--- src/rtl/regfile_loader.sv ---
// Byte-stream loader for the CPU register file: assembles little-endian words
// and writes them to FIRST_REG..LAST_REG, stalling the CPU while active.
module regfile_loader #(
  parameter int unsigned FIRST_REG = 1,
  parameter int unsigned LAST_REG  = 31
) (
  input  logic        clk,
  input  logic        rst_n,
  input  logic        start,
  input  logic        abort,
  input  logic        in_valid,
  input  logic [7:0]  in_data,
  output logic        in_ready,
  output logic [4:0]  rw,
  output logic [31:0] busw,
  output logic        we,
  output logic        busy,
  output logic        cpu_stall,
  output logic        done
);

  typedef enum logic [1:0] {IDLE, RECV, WRITE, DONE} state_t;

  localparam logic [4:0] FIRST_IDX = FIRST_REG[4:0];
  localparam logic [4:0] LAST_IDX  = LAST_REG[4:0];

  state_t      state, state_nxt;
  logic [4:0]  idx;
  logic [1:0]  byte_cnt;
  // Only the first three bytes are buffered; the fourth goes straight to busw.
  logic [23:0] word;
  logic        xfer;

  assign xfer = in_valid && (state == RECV);

  always_comb begin
    state_nxt = state;
    case (state)
      IDLE:    if (start) state_nxt = RECV;
      RECV:    if (xfer && byte_cnt == 2'd3) state_nxt = WRITE;
      WRITE:   state_nxt = (idx == LAST_IDX) ? DONE : RECV;
      DONE:    state_nxt = IDLE;
      default: state_nxt = IDLE;
    endcase
    if (abort) state_nxt = IDLE;
  end

  always_ff @(posedge clk or negedge rst_n) begin
    if (!rst_n) begin
      state    <= IDLE;
      idx      <= '0;
      byte_cnt <= '0;
      word     <= '0;
      rw       <= '0;
      busw     <= '0;
    end else begin
      state <= state_nxt;
      if (!abort) begin
        case (state)
          IDLE: begin
            if (start) begin
              idx      <= FIRST_IDX;
              byte_cnt <= '0;
            end
          end
          RECV: begin
            if (xfer) begin
              byte_cnt <= byte_cnt + 2'd1;
              case (byte_cnt)
                2'd0: word[7:0]   <= in_data;
                2'd1: word[15:8]  <= in_data;
                2'd2: word[23:16] <= in_data;
                default: begin
                  rw   <= idx;
                  busw <= {in_data, word};
                end
              endcase
            end
          end
          WRITE: begin
            if (idx != LAST_IDX) begin
              idx      <= idx + 5'd1;
              byte_cnt <= '0;
            end
          end
          default: ;
        endcase
      end
    end
  end

  // we/done decode the state register; abort suppresses them in its own cycle.
  always_comb begin
    in_ready  = (state == RECV);
    we        = (state == WRITE) && !abort;
    done      = (state == DONE) && !abort;
    busy      = (state == RECV) || (state == WRITE);
    cpu_stall = busy;
  end

endmodule
--- config.mk ---
export PLATFORM = sky130hd
export DESIGN_NAME = regfile_loader
export DESIGN_NICKNAME = d
export VERILOG_FILES = /design/src/rtl/regfile_loader.sv
export SDC_FILE = /design/constraint.sdc
export NUM_CORES = 1
export LEC_CHECK = 0
export ABC_AREA = 1
export CAP_MARGIN = 10
export CORE_ASPECT_RATIO = 1.1
export CORE_MARGIN = 2
export CORE_UTILIZATION = 30
export CTS_BUF_LIST = sky130_fd_sc_hd__clkbuf_2
export CTS_CLUSTER_DIAMETER = 100
export DETAILED_ROUTE_END_ITERATION = 10
export GPL_TIMING_DRIVEN = 0
export RECOVER_POWER = 50
export SKIP_LAST_GASP = 1
export SLEW_MARGIN = 20
export SYNTH_ARGS = -nofsm -noshare
export SYNTH_HDL_FRONTEND = slang
export SYNTH_SLANG_ARGS = --single-unit
--- constraint.sdc ---
create_clock -name clk -period 2.45 [get_ports clk]
set_clock_uncertainty 0.15 [all_clocks]
set_input_delay 0.49 -clock clk [delete_from_list [all_inputs] [get_ports clk]]
set_output_delay 0.49 -clock clk [all_outputs]
set_load 0.01 [all_outputs]
==> results of run 1 <==
-- cell usage in the layout (no fill, tap or decap), drive strengths merged --
| cell type | count |
|---|---|
| dlygate4sd3 | 1 |
| bufinv | 2 |
| nand3b | 1 |
| nand4 | 1 |
| buf | 9 |
| ha | 12 |
| nand2 | 81 |
| nor2 | 12 |
| nand3 | 9 |
| dfrtp | 70 |
| clkinv | 5 |
| dlygate4sd2 | 5 |
| clkbuf | 17 |
| o21ai | 73 |
| inv | 49 |
| clkdlybuf4s50 | 48 |
-- flip-flops by register name (all words and copies together) (netlist names) --
name / flops
word: 24
byte_cnt: 2
idx: 5
state: 2
rw: 5
busw: 32
-- power by group through the flow --
stage	Sequential (mW)	Clock, mW	Combinational (mW)
4_1_cts	1.59	0.748	1.03
6_report	1.59	0.721	0.993
3_3_place_gp	1.61	0	0.980
2_1_floorplan	1.61	0	0.608
5_1_grt	1.62	0.796	1.15
3_5_place_dp	1.63	0	1.01
-- Yosys cell counts (all sizes together) --
| master | number |
|---|---|
| nand4 | 1 |
| o21ai | 73 |
| nand3b | 1 |
| dfrtp | 70 |
| buf | 12 |
| nand2 | 81 |
| ha | 12 |
| nor2 | 12 |
| inv | 49 |
| nand3 | 9 |
| clkinv | 1 |
-- final cells by class --
type	instances	area, um2	share of cell area
clock inverter	6	76.3	0.0192
clock buffer	10	50.0	0.0126
buffer	12	92.6	0.0233
timing repair buffer	58	574	0.144
multi-input combinational	189	1060	0.267
tap	143	179	0.0450
sequential	70	1750	0.441
inverter	50	188	0.0472
-- worst paths after layout --
| kind | slack, ps | startpoint | to | cells after the start |
|---|---|---|---|---|
| min in group asynchronous | 470 | rst_n | busw[6] | 2 |
| min reg2reg | 350 | word[10] | word[10] | 2 |
| min | 350 | word[10] | word[10] | 2 |
| max reg2reg | 270 | state[0] | busw[23] | 9 |
| max | 130 | state[0] | we | 5 |
| max in group asynchronous | 960 | rst_n | word[20] | 3 |
-- routing by layer --
metal | vias up | global-route usage | wire [um]
li1 | 1149 | - | -
met1 | 1102 | 0.170 | 3140
met2 | 47 | 0.204 | 3220
met3 | 14 | 0.0339 | 295
met4 | 0 | 0.0595 | 147
met5 | - | 0 | 0
-- repair_timing --
action,4_1_cts,5_1_grt
hold buffers,1,0
gates resized for setup,8,2
setup buffers,2,0
endpoints found under the setup margin,5,1
endpoints found under the hold margin,32,0
-- cell families after synthesis --
| kind of cell | Yosys count | share of synthesized area |
|---|---|---|
| and+or+nand+nor | 104 | 0.144 |
| AOI/OAI and AO/OA | 73 | 0.154 |
| DFF | 70 | 0.556 |
| buffers and inverters | 62 | 0.0984 |
| adders and majority gates | 12 | 0.0476 |
-- worst reg2reg max path: stages, from the launching register on --
cell and delay [ps]:
dfrtp_1 430, buf_4 160, ha_1 260, nand2_1 100, clkinv_1 70, nand3_1 90
clkbuf_2 290, clkbuf_1 390, nand2_1 130, o21ai_2 70
-- metrics by stage --
step | std cells | total power [mW] | util
floorplan | 321 | 2.21 | -
global placement | 518 | 2.59 | 0.376
detailed placement | 519 | 2.64 | 0.378
CTS | 538 | 3.37 | 0.393
global route | 538 | 3.58 | 0.386
finish | 538 | 3.30 | 0.386
==> metrics.cfg, run 1 <==
[run_status]
status=completed

[power]
p_per_area_nw_per_um2=830
power_switching_mw=1.10
power_frac_clock=0.219
combPwrFrac=0.301
peakVddDrop_mv=0.471
p_seq_frac=0.481
leakagePower_nw=1.85
intPower_mw=2.20
netSwitchingFraction=0.334

[logic_synthesis]
syn_area_um2=3150
ys_ff_latch=70
syn_nets=346
yosys_warnings=0
synth_seq_area_share=0.556
syn_avg_cell_area_um2=9.82
netlist_top_cells_area=dfrtp_1, o21ai_2, nand2_1
synthesis.instances=321
synth.distinct_cells=20
netlist.area_leader.share=0.556
synth_top_cell_by_area=dfrtp_1

[setup_path]
worstPathRequired_ps=1810
path_cells=inv_2 > ha_4 > inv_1 > nor2_1 > dlygate4sd2_1
crit_path_start_kind=flop
criticalPathCategory=flop to output port
cpPeakStageDelay_ps=430
crit_slowest_cell=dfrtp_1
worstPathMaxFanout=6
crit_buf_inv=3
cp_top_family=buffers and inverters
cp.arrival_ps=1680
cp-end-kind=output port

[placed_design]
place.gp.congestion=0.754
io_buffers=54
dpl_cell_area_um2=3890
place_ws_ps=-83.1
hpwl_mm=4.99

[grt]
grt_usage=0.131
grt-ovfl-total=0
grt_pass1_vias=2289
grt_pass1_wl_mm=11.4
grt_max_degree=39
antenna_found_initial=0

[floorplanning]
dieArea_um2=11300
start_util=0.306
ios=55
fp.dieW_um=102
core-area_um2=10300
rows=39
die_y_um=112

[sta]
tns_ps=0
hold_viol=0
final_max_slew_viol_count=0
finalWorstSetupSlack_ps=131
holdWs_ps=355
setup_viol_count_final=0
slew_headroom=0.434
worst_pin_slew_ps=849
fmax_mhz=431
finalCriticalPeriod_ps=2320
fin_crit_sh=0.946
rsz0062_at_grt=no

[final_layout]
synthToLayoutAreaGrowth_pct=26.1
fin_area_um2=3980
layout.nets=415
num_antenna_cells=0
drive_above_1_share=0.167
n_fill_cell=1056

[run]
drv_cap=0

[route]
wirelength_mm=6.81
vias_per_cell=4.30
wl_per_cell_um=12.7
drt-initial-drc-count=86
route.detailed.drc=0
detail-route-antenna-nets=0
first_pass_iters=6
vias=2312

[worst_hold_path]
hold_class=flop to flop

[cts]
cts_made_buffers=9
clk_pin_slew_worst_paths_ps=170
cts_tree=yes
htree_num_levels=3
clkSinkCount=70
clkLatencyLatePin_ps=480
root_buffer=clkbuf_2
clock_path_buffers=2

No activity file was read; power rests on OpenSTA's default activity.
==> inputs of run 2 (changes only) <==
--- a/config.mk
+++ b/config.mk
@@ -13,7 +13,6 @@
 export CTS_BUF_LIST = sky130_fd_sc_hd__clkbuf_2
 export CTS_CLUSTER_DIAMETER = 100
 export DETAILED_ROUTE_END_ITERATION = 10
-export GPL_TIMING_DRIVEN = 0
 export RECOVER_POWER = 50
 export SKIP_LAST_GASP = 1
 export SLEW_MARGIN = 20
==> constraint.sdc (replaced) <==
create_clock -name clk -period 2.1 [get_ports clk]
set_clock_uncertainty 0.15 [all_clocks]
set_input_delay 0.42 -clock clk [delete_from_list [all_inputs] [get_ports clk]]
set_output_delay 0.42 -clock clk [all_outputs]
set_load 0.01 [all_outputs]
==> run 2 against run 1 <==
- total power grew 9.4%
- cell area shrank 0.94%
- clock power down 19%
- first-iteration DRC count increased by 21%
- sequential share of layout area up 0.42 points
- critical path depth shrank 1
- setup slack got worse by 91 ps
- highest routed layer unchanged
==> metrics.cfg, run 2 (synthesis gave the netlist of run 1 again) <==
[run_status]
status=completed  ; unchanged

[cts]
cts_made_buffers=9  ; unchanged
clock_path_buffers=2  ; unchanged
clkSinkCount=70  ; unchanged
clk_pin_slew_worst_paths_ps=180  ; was 170 ps
root_buffer=clkbuf_2  ; unchanged
htree_num_levels=3  ; unchanged
clkLatencyLatePin_ps=490  ; was 480 ps
cts_tree=yes  ; unchanged

[final_layout]
max_flop_register=busw  ; unchanged
drive_above_1_share=0.213  ; was 0.167
utilization=0.383  ; was 0.386
synthToLayoutAreaGrowth_pct=24.9  ; was 26.1%
final_cell_mix=nand2_1, dfrtp_1, clkdlybuf4s50_1, inv_1, o21ai_0  ; unchanged
n_fill_cell=1060  ; was 1,056
num_antenna_cells=0  ; unchanged
top_regs=busw: 32 flops, word: 24 flops  ; unchanged
largest_register_ffs=32  ; unchanged
layout.nets=413  ; was 415
fin_area_um2=3940  ; was 3980 um2
final_common_cell=nand2_1  ; unchanged

[power]
combPwrFrac=0.326  ; was 0.301
power_switching_mw=1.29  ; was 1.10 mW
intPower_mw=2.32  ; was 2.20 mW
peakVddDrop_mv=0.436  ; was 0.471 mV
p_seq_frac=0.511  ; was 0.481
power_frac_clock=0.162  ; was 0.219
p_per_area_nw_per_um2=916  ; was 830 nW/um2
leakagePower_nw=1.83  ; was 1.85 nW
netSwitchingFraction=0.358  ; was 0.334

[setup_path]
worstPathRequired_ps=1530  ; was 1810 ps
cp_top_family=flip-flops  ; was buffers and inverters
crit_slowest_cell=dfrtp_2  ; was dfrtp_1
criticalPathCategory=flop to output port  ; unchanged
cpPeakStageDelay_ps=460  ; was 430 ps
cp.arrival_ps=1490  ; was 1680 ps
cp-end-kind=output port  ; unchanged
crit_path_start_kind=flop  ; unchanged
crit_buf_inv=3  ; unchanged
worstPathMaxFanout=5  ; was 6
path_cells=buf_6 > inv_2 > ha_2 > buf_2  ; was inv_2 > ha_4 > inv_1 > nor2_1 > dlygate4sd2_1

[sta]
slew_headroom=0.341  ; was 0.434
finalWorstSetupSlack_ps=40.6  ; was 131 ps
setup_viol_count_final=0  ; unchanged
finalCriticalPeriod_ps=2060
hold_viol=0  ; unchanged
final_max_slew_viol_count=0  ; unchanged
rsz0062_at_grt=yes  ; was no
holdWs_ps=355  ; about the same
fmax_mhz=486
fin_crit_sh=0.981
worst_pin_slew_ps=989  ; was 849 ps

[run]
drv_cap=0  ; unchanged

[floorplanning]
rows=39  ; unchanged
die_y_um=112  ; unchanged
start_util=0.306  ; unchanged
fp.dieW_um=102  ; unchanged
ios=55  ; unchanged
dieArea_um2=11300  ; unchanged
core-area_um2=10300  ; unchanged

[route]
wirelength_mm=6.49  ; was 6.81 mm
drt-initial-drc-count=104  ; was 86
first_pass_iters=4  ; was 6
route.detailed.drc=0  ; unchanged
vias_per_cell=4.19  ; was 4.30
wl_per_cell_um=12.2  ; was 12.7 um
vias=2231  ; was 2,312
detail-route-antenna-nets=0  ; unchanged

[placed_design]
place.gp.congestion=0.763  ; was 0.754
place_ws_ps=-82.6  ; was -83.1 ps
io_buffers=54  ; unchanged
hpwl_mm=4.48  ; was 4.99 mm
dpl_cell_area_um2=3880  ; was 3890 um2

[grt]
antenna_found_initial=0  ; unchanged
grt_usage=0.119  ; was 0.131
grt_max_degree=71  ; was 39
grt_pass1_wl_mm=10.4  ; was 11.4 mm
grt_pass1_vias=2159  ; was 2,289
grt-ovfl-total=0  ; unchanged

[worst_hold_path]
hold_class=flop to flop  ; unchanged

## run 2: cell types whose count changed in the layout (fill, tap and decap cells not counted), moves of 2 or more
cell	change
o21ai_2	+8
o21ai_0	-7
buf_2	+6
dlygate4sd2_1	-5
buf_4	+4
clkbuf_1	-4
clkbuf_2	-3
buf_12	+2
buf_6	-2
bufinv_16	-2
ha_2	+2
inv_1	-2
inv_2	+2
## run 2: layout make-up
type	instances	area, um2	share of cell area
Inverter	50	188	0.0476
Tap cell	143	179	0.0454
Timing Repair Buffer	68	663	0.168
Clock buffer	10	50.0	0.0127
Sequential cell	70	1750	0.445
Clock inverter	3	15.0	0.00381
Multi-Input combinational cell	189	1090	0.277
## run 2: worst min-delay path: stages, from the launching register on
cell	delay (ps)
dfrtp_1	380
nand2_1	60
o21ai_2	40
## run 2: layer usage
layer	wire, um	global-route usage
met1	3140	0.155
met2	2990	0.187
met4	92	0.0459
met5	0	0
met3	270	0.0320
## run 2: path summary, 6_finish.rpt
kind / startpoint / endpoint / slack [ps] / cells past startpoint
max: state[1] / in_ready / 40 / 4
min: busw[4] / busw[4] / 350 / 2
max reg2reg: state[1] / busw[26] / 160 / 9
min reg2reg: busw[4] / busw[4] / 350 / 2
max in group asynchronous: rst_n / state[1] / 550 / 3
min in group asynchronous: rst_n / busw[4] / 570 / 3
## run 2: metrics by stage
step	std cells	total power [mW]	TNS, ps
floorplan	321	2.58	0
global placement	516	3.02	-52.8
detailed placement	516	3.06	-99.6
CTS	531	3.63	-70.1
global route	533	3.91	-258
finish	533	3.61	0
## run 2: what timing repair did
item	in CTS	in global routing
setup buffers	1	2
hold buffers	1	0
setup endpoints to repair	5	2
hold endpoints to repair	70	0
resized for setup	25	4
## run 2: power groups by stage
| stage | clock, mW | sequential [mW] | combinational [mW] |
|---|---|---|---|
| 3_3_place_gp | 0 | 1.87 | 1.15 |
| 5_1_grt | 0.655 | 1.88 | 1.37 |
| 2_1_floorplan | 0 | 1.87 | 0.709 |
| 6_report | 0.585 | 1.85 | 1.18 |
| 3_5_place_dp | 0 | 1.88 | 1.18 |
| 4_1_cts | 0.617 | 1.85 | 1.16 |
==> inputs of run 3 (changes only) <==
--- a/config.mk
+++ b/config.mk
@@ -8,9 +8,9 @@
 export ABC_AREA = 1
 export CAP_MARGIN = 10
 export CORE_ASPECT_RATIO = 1.1
-export CORE_MARGIN = 2
+export CORE_MARGIN = 3
 export CORE_UTILIZATION = 30
-export CTS_BUF_LIST = sky130_fd_sc_hd__clkbuf_2
+export CTS_BUF_LIST = sky130_fd_sc_hd__clkbuf_8 sky130_fd_sc_hd__clkbuf_16
 export CTS_CLUSTER_DIAMETER = 100
 export DETAILED_ROUTE_END_ITERATION = 10
 export RECOVER_POWER = 50
==> run 3 against run 2 <==
- count of clock-buffer cells in the layout unchanged
- utilization up 1.5 points
- first-iteration DRC count down 41%
- clock power up 110%
- wire length down 0.94%
- global-route usage down 0.26 points
- sequential power about the same
==> metrics.cfg, run 3 (synthesis gave the netlist of run 1 again) <==
[setup_path]
crit_slowest_cell=dfrtp_2  ; unchanged
crit_buf_inv=3  ; unchanged
worstPathRequired_ps=1530  ; about the same
cp.arrival_ps=1430  ; was 1490 ps
worstPathMaxFanout=3  ; was 5
cp_top_family=buffers and inverters  ; was flip-flops
path_cells=buf_4 > ha_1 > inv_1 > nor2_1 > dlygate4sd2_1  ; was buf_6 > inv_2 > ha_2 > buf_2
crit_path_start_kind=flop  ; unchanged
cp-end-kind=output port  ; unchanged
cpPeakStageDelay_ps=420  ; was 460 ps
criticalPathCategory=flop to output port  ; unchanged

[final_layout]
layout.nets=410  ; was 413
num_antenna_cells=0  ; unchanged
utilization=0.398  ; was 0.383
drive_above_1_share=0.167  ; was 0.213
max_flop_register=busw  ; unchanged
synthToLayoutAreaGrowth_pct=27.1  ; was 24.9%
largest_register_ffs=32  ; unchanged
fin_area_um2=4010  ; was 3940 um2
fin_cells=530  ; was 533
top_regs=busw: 32 flops, word: 24 flops  ; unchanged
n_fill_cell=1050  ; was 1,060
final_common_cell=nand2_1  ; unchanged
final_cell_mix=nand2_1, dfrtp_1, inv_1, clkdlybuf4s50_1, o21ai_0  ; was nand2_1, dfrtp_1, clkdlybuf4s50_1, inv_1, o21ai_0

[run]
drv_cap=0  ; unchanged

[run_status]
status=completed  ; unchanged

[placed_design]
place.gp.congestion=0.753  ; was 0.763
dpl_cell_area_um2=3850  ; was 3880 um2
dp_cells=511  ; was 516
io_buffers=54  ; unchanged
hpwl_mm=4.44  ; was 4.48 mm

[cts]
htree_num_levels=3  ; unchanged
root_buffer=clkbuf_8  ; was clkbuf_2
clk_pin_slew_worst_paths_ps=70  ; was 180 ps
clkLatencyLatePin_ps=340  ; was 490 ps
cts_tree=yes  ; unchanged
cts_made_buffers=9  ; unchanged
clock_path_buffers=2  ; unchanged
clkSinkCount=70  ; unchanged

[route]
detail-route-antenna-nets=0  ; unchanged
drt-initial-drc-count=61  ; was 104
wirelength_mm=6.43  ; was 6.49 mm
route.detailed.drc=0  ; unchanged
wl_per_cell_um=12.1  ; was 12.2 um
vias_per_cell=4.22  ; was 4.19
first_pass_iters=4  ; unchanged
vias=2236  ; was 2,231

[floorplanning]
fp.dieW_um=104  ; was 102 um
die_y_um=114  ; was 112 um
dieArea_um2=11800  ; was 11,300 um2
core-area_um2=10100  ; was 10,300 um2
start_util=0.313  ; was 0.306
ios=55  ; unchanged
rows=38  ; was 39

[sta]
hold_viol=0  ; unchanged
finalCriticalPeriod_ps=2000  ; was 2060 ps
slew_headroom=0.351  ; was 0.341
setup_viol_count_final=0  ; unchanged
tns_ps=0  ; unchanged
worst_pin_slew_ps=974  ; was 989 ps
fmax_mhz=499  ; was 486 MHz
rsz0062_at_grt=no  ; was yes
final_max_slew_viol_count=0  ; unchanged
fin_crit_sh=0.953  ; was 0.981

[worst_hold_path]
hold_class=flop to flop  ; unchanged

[power]
p_per_area_nw_per_um2=1050  ; was 916 nW/um2
power_mw=4.21  ; was 3.61 mW
peakVddDrop_mv=0.470  ; was 0.436 mV
leakagePower_nw=1.87  ; was 1.83 nW

[grt]
grt_max_degree=71  ; unchanged
grt_pass1_wl_mm=10.9  ; was 10.4 mm
grt_pass1_vias=2196  ; was 2,159
grt-ovfl-total=0  ; unchanged
antenna_found_initial=0  ; unchanged
grt_usage=0.116  ; was 0.119

==> run 3: metrics by stage <==
step	hold slack (ps)	setup WS, ps
final	332	97.9
after global routing	358	9.45
after CTS	338	-134
after detailed placement	319	-46.6
after global placement	317	-43.4
after floorplan	-25.6	434
==> run 3: area by class of cell <==
cell class,count,area (um2),area share
clock buffers,10,138,0.0343
well taps,140,175,0.0437
clock inverters,6,85.1,0.0212
inverters,50,188,0.0468
multi-input cells,189,1050,0.262
flip-flops and latches,70,1750,0.437
repair buffers,65,618,0.154
==> run 3: final timing paths <==
| kind | start | endpoint | slack, ps | cells past startpoint |
|---|---|---|---|---|
| max | state[1] | done | 100 | 5 |
| min | busw[0] | busw[0] | 330 | 2 |
| max reg2reg | state[0] | busw[1] | 280 | 8 |
| min reg2reg | busw[0] | busw[0] | 330 | 2 |
| max in group asynchronous | rst_n | state[1] | 430 | 3 |
| min in group asynchronous | rst_n | busw[23] | 700 | 3 |
==> run 3: what timing repair did <==
| action | 4_1_cts | 5_1_grt |
|---|---|---|
| endpoints found under the setup margin | 5 | 2 |
| hold endpoints to repair | 70 | 0 |
| pin swaps | 0 | 0 |
| buffers inserted | 2 | 0 |
| resized for setup | 7 | 2 |
| hold buffers | 1 | 0 |
==> run 3: layer usage <==
metal	part of all wire	wire, um	track usage
met3	0.052	335	0.0424
met1	0.47	3030	0.154
met5	0	0	0
met2	0.46	2980	0.182
met4	0.013	83	0.0319
==> run 3: worst register-to-register path: stages (launching register included) <==
cell and delay (ps):
dfrtp_1 380, buf_4 150, ha_2 220, nand2_1 90, clkinv_1 90, nand3_1 110
clkbuf_4 370, nand2_1 100, o21ai_0 90
==> run 3: power breakdown <==
part           switching, mW  internal, mW  total [mW]
Clock                  0.511         0.696        1.21
Sequential             0.186          1.66        1.84
Combinational          0.637         0.522        1.16
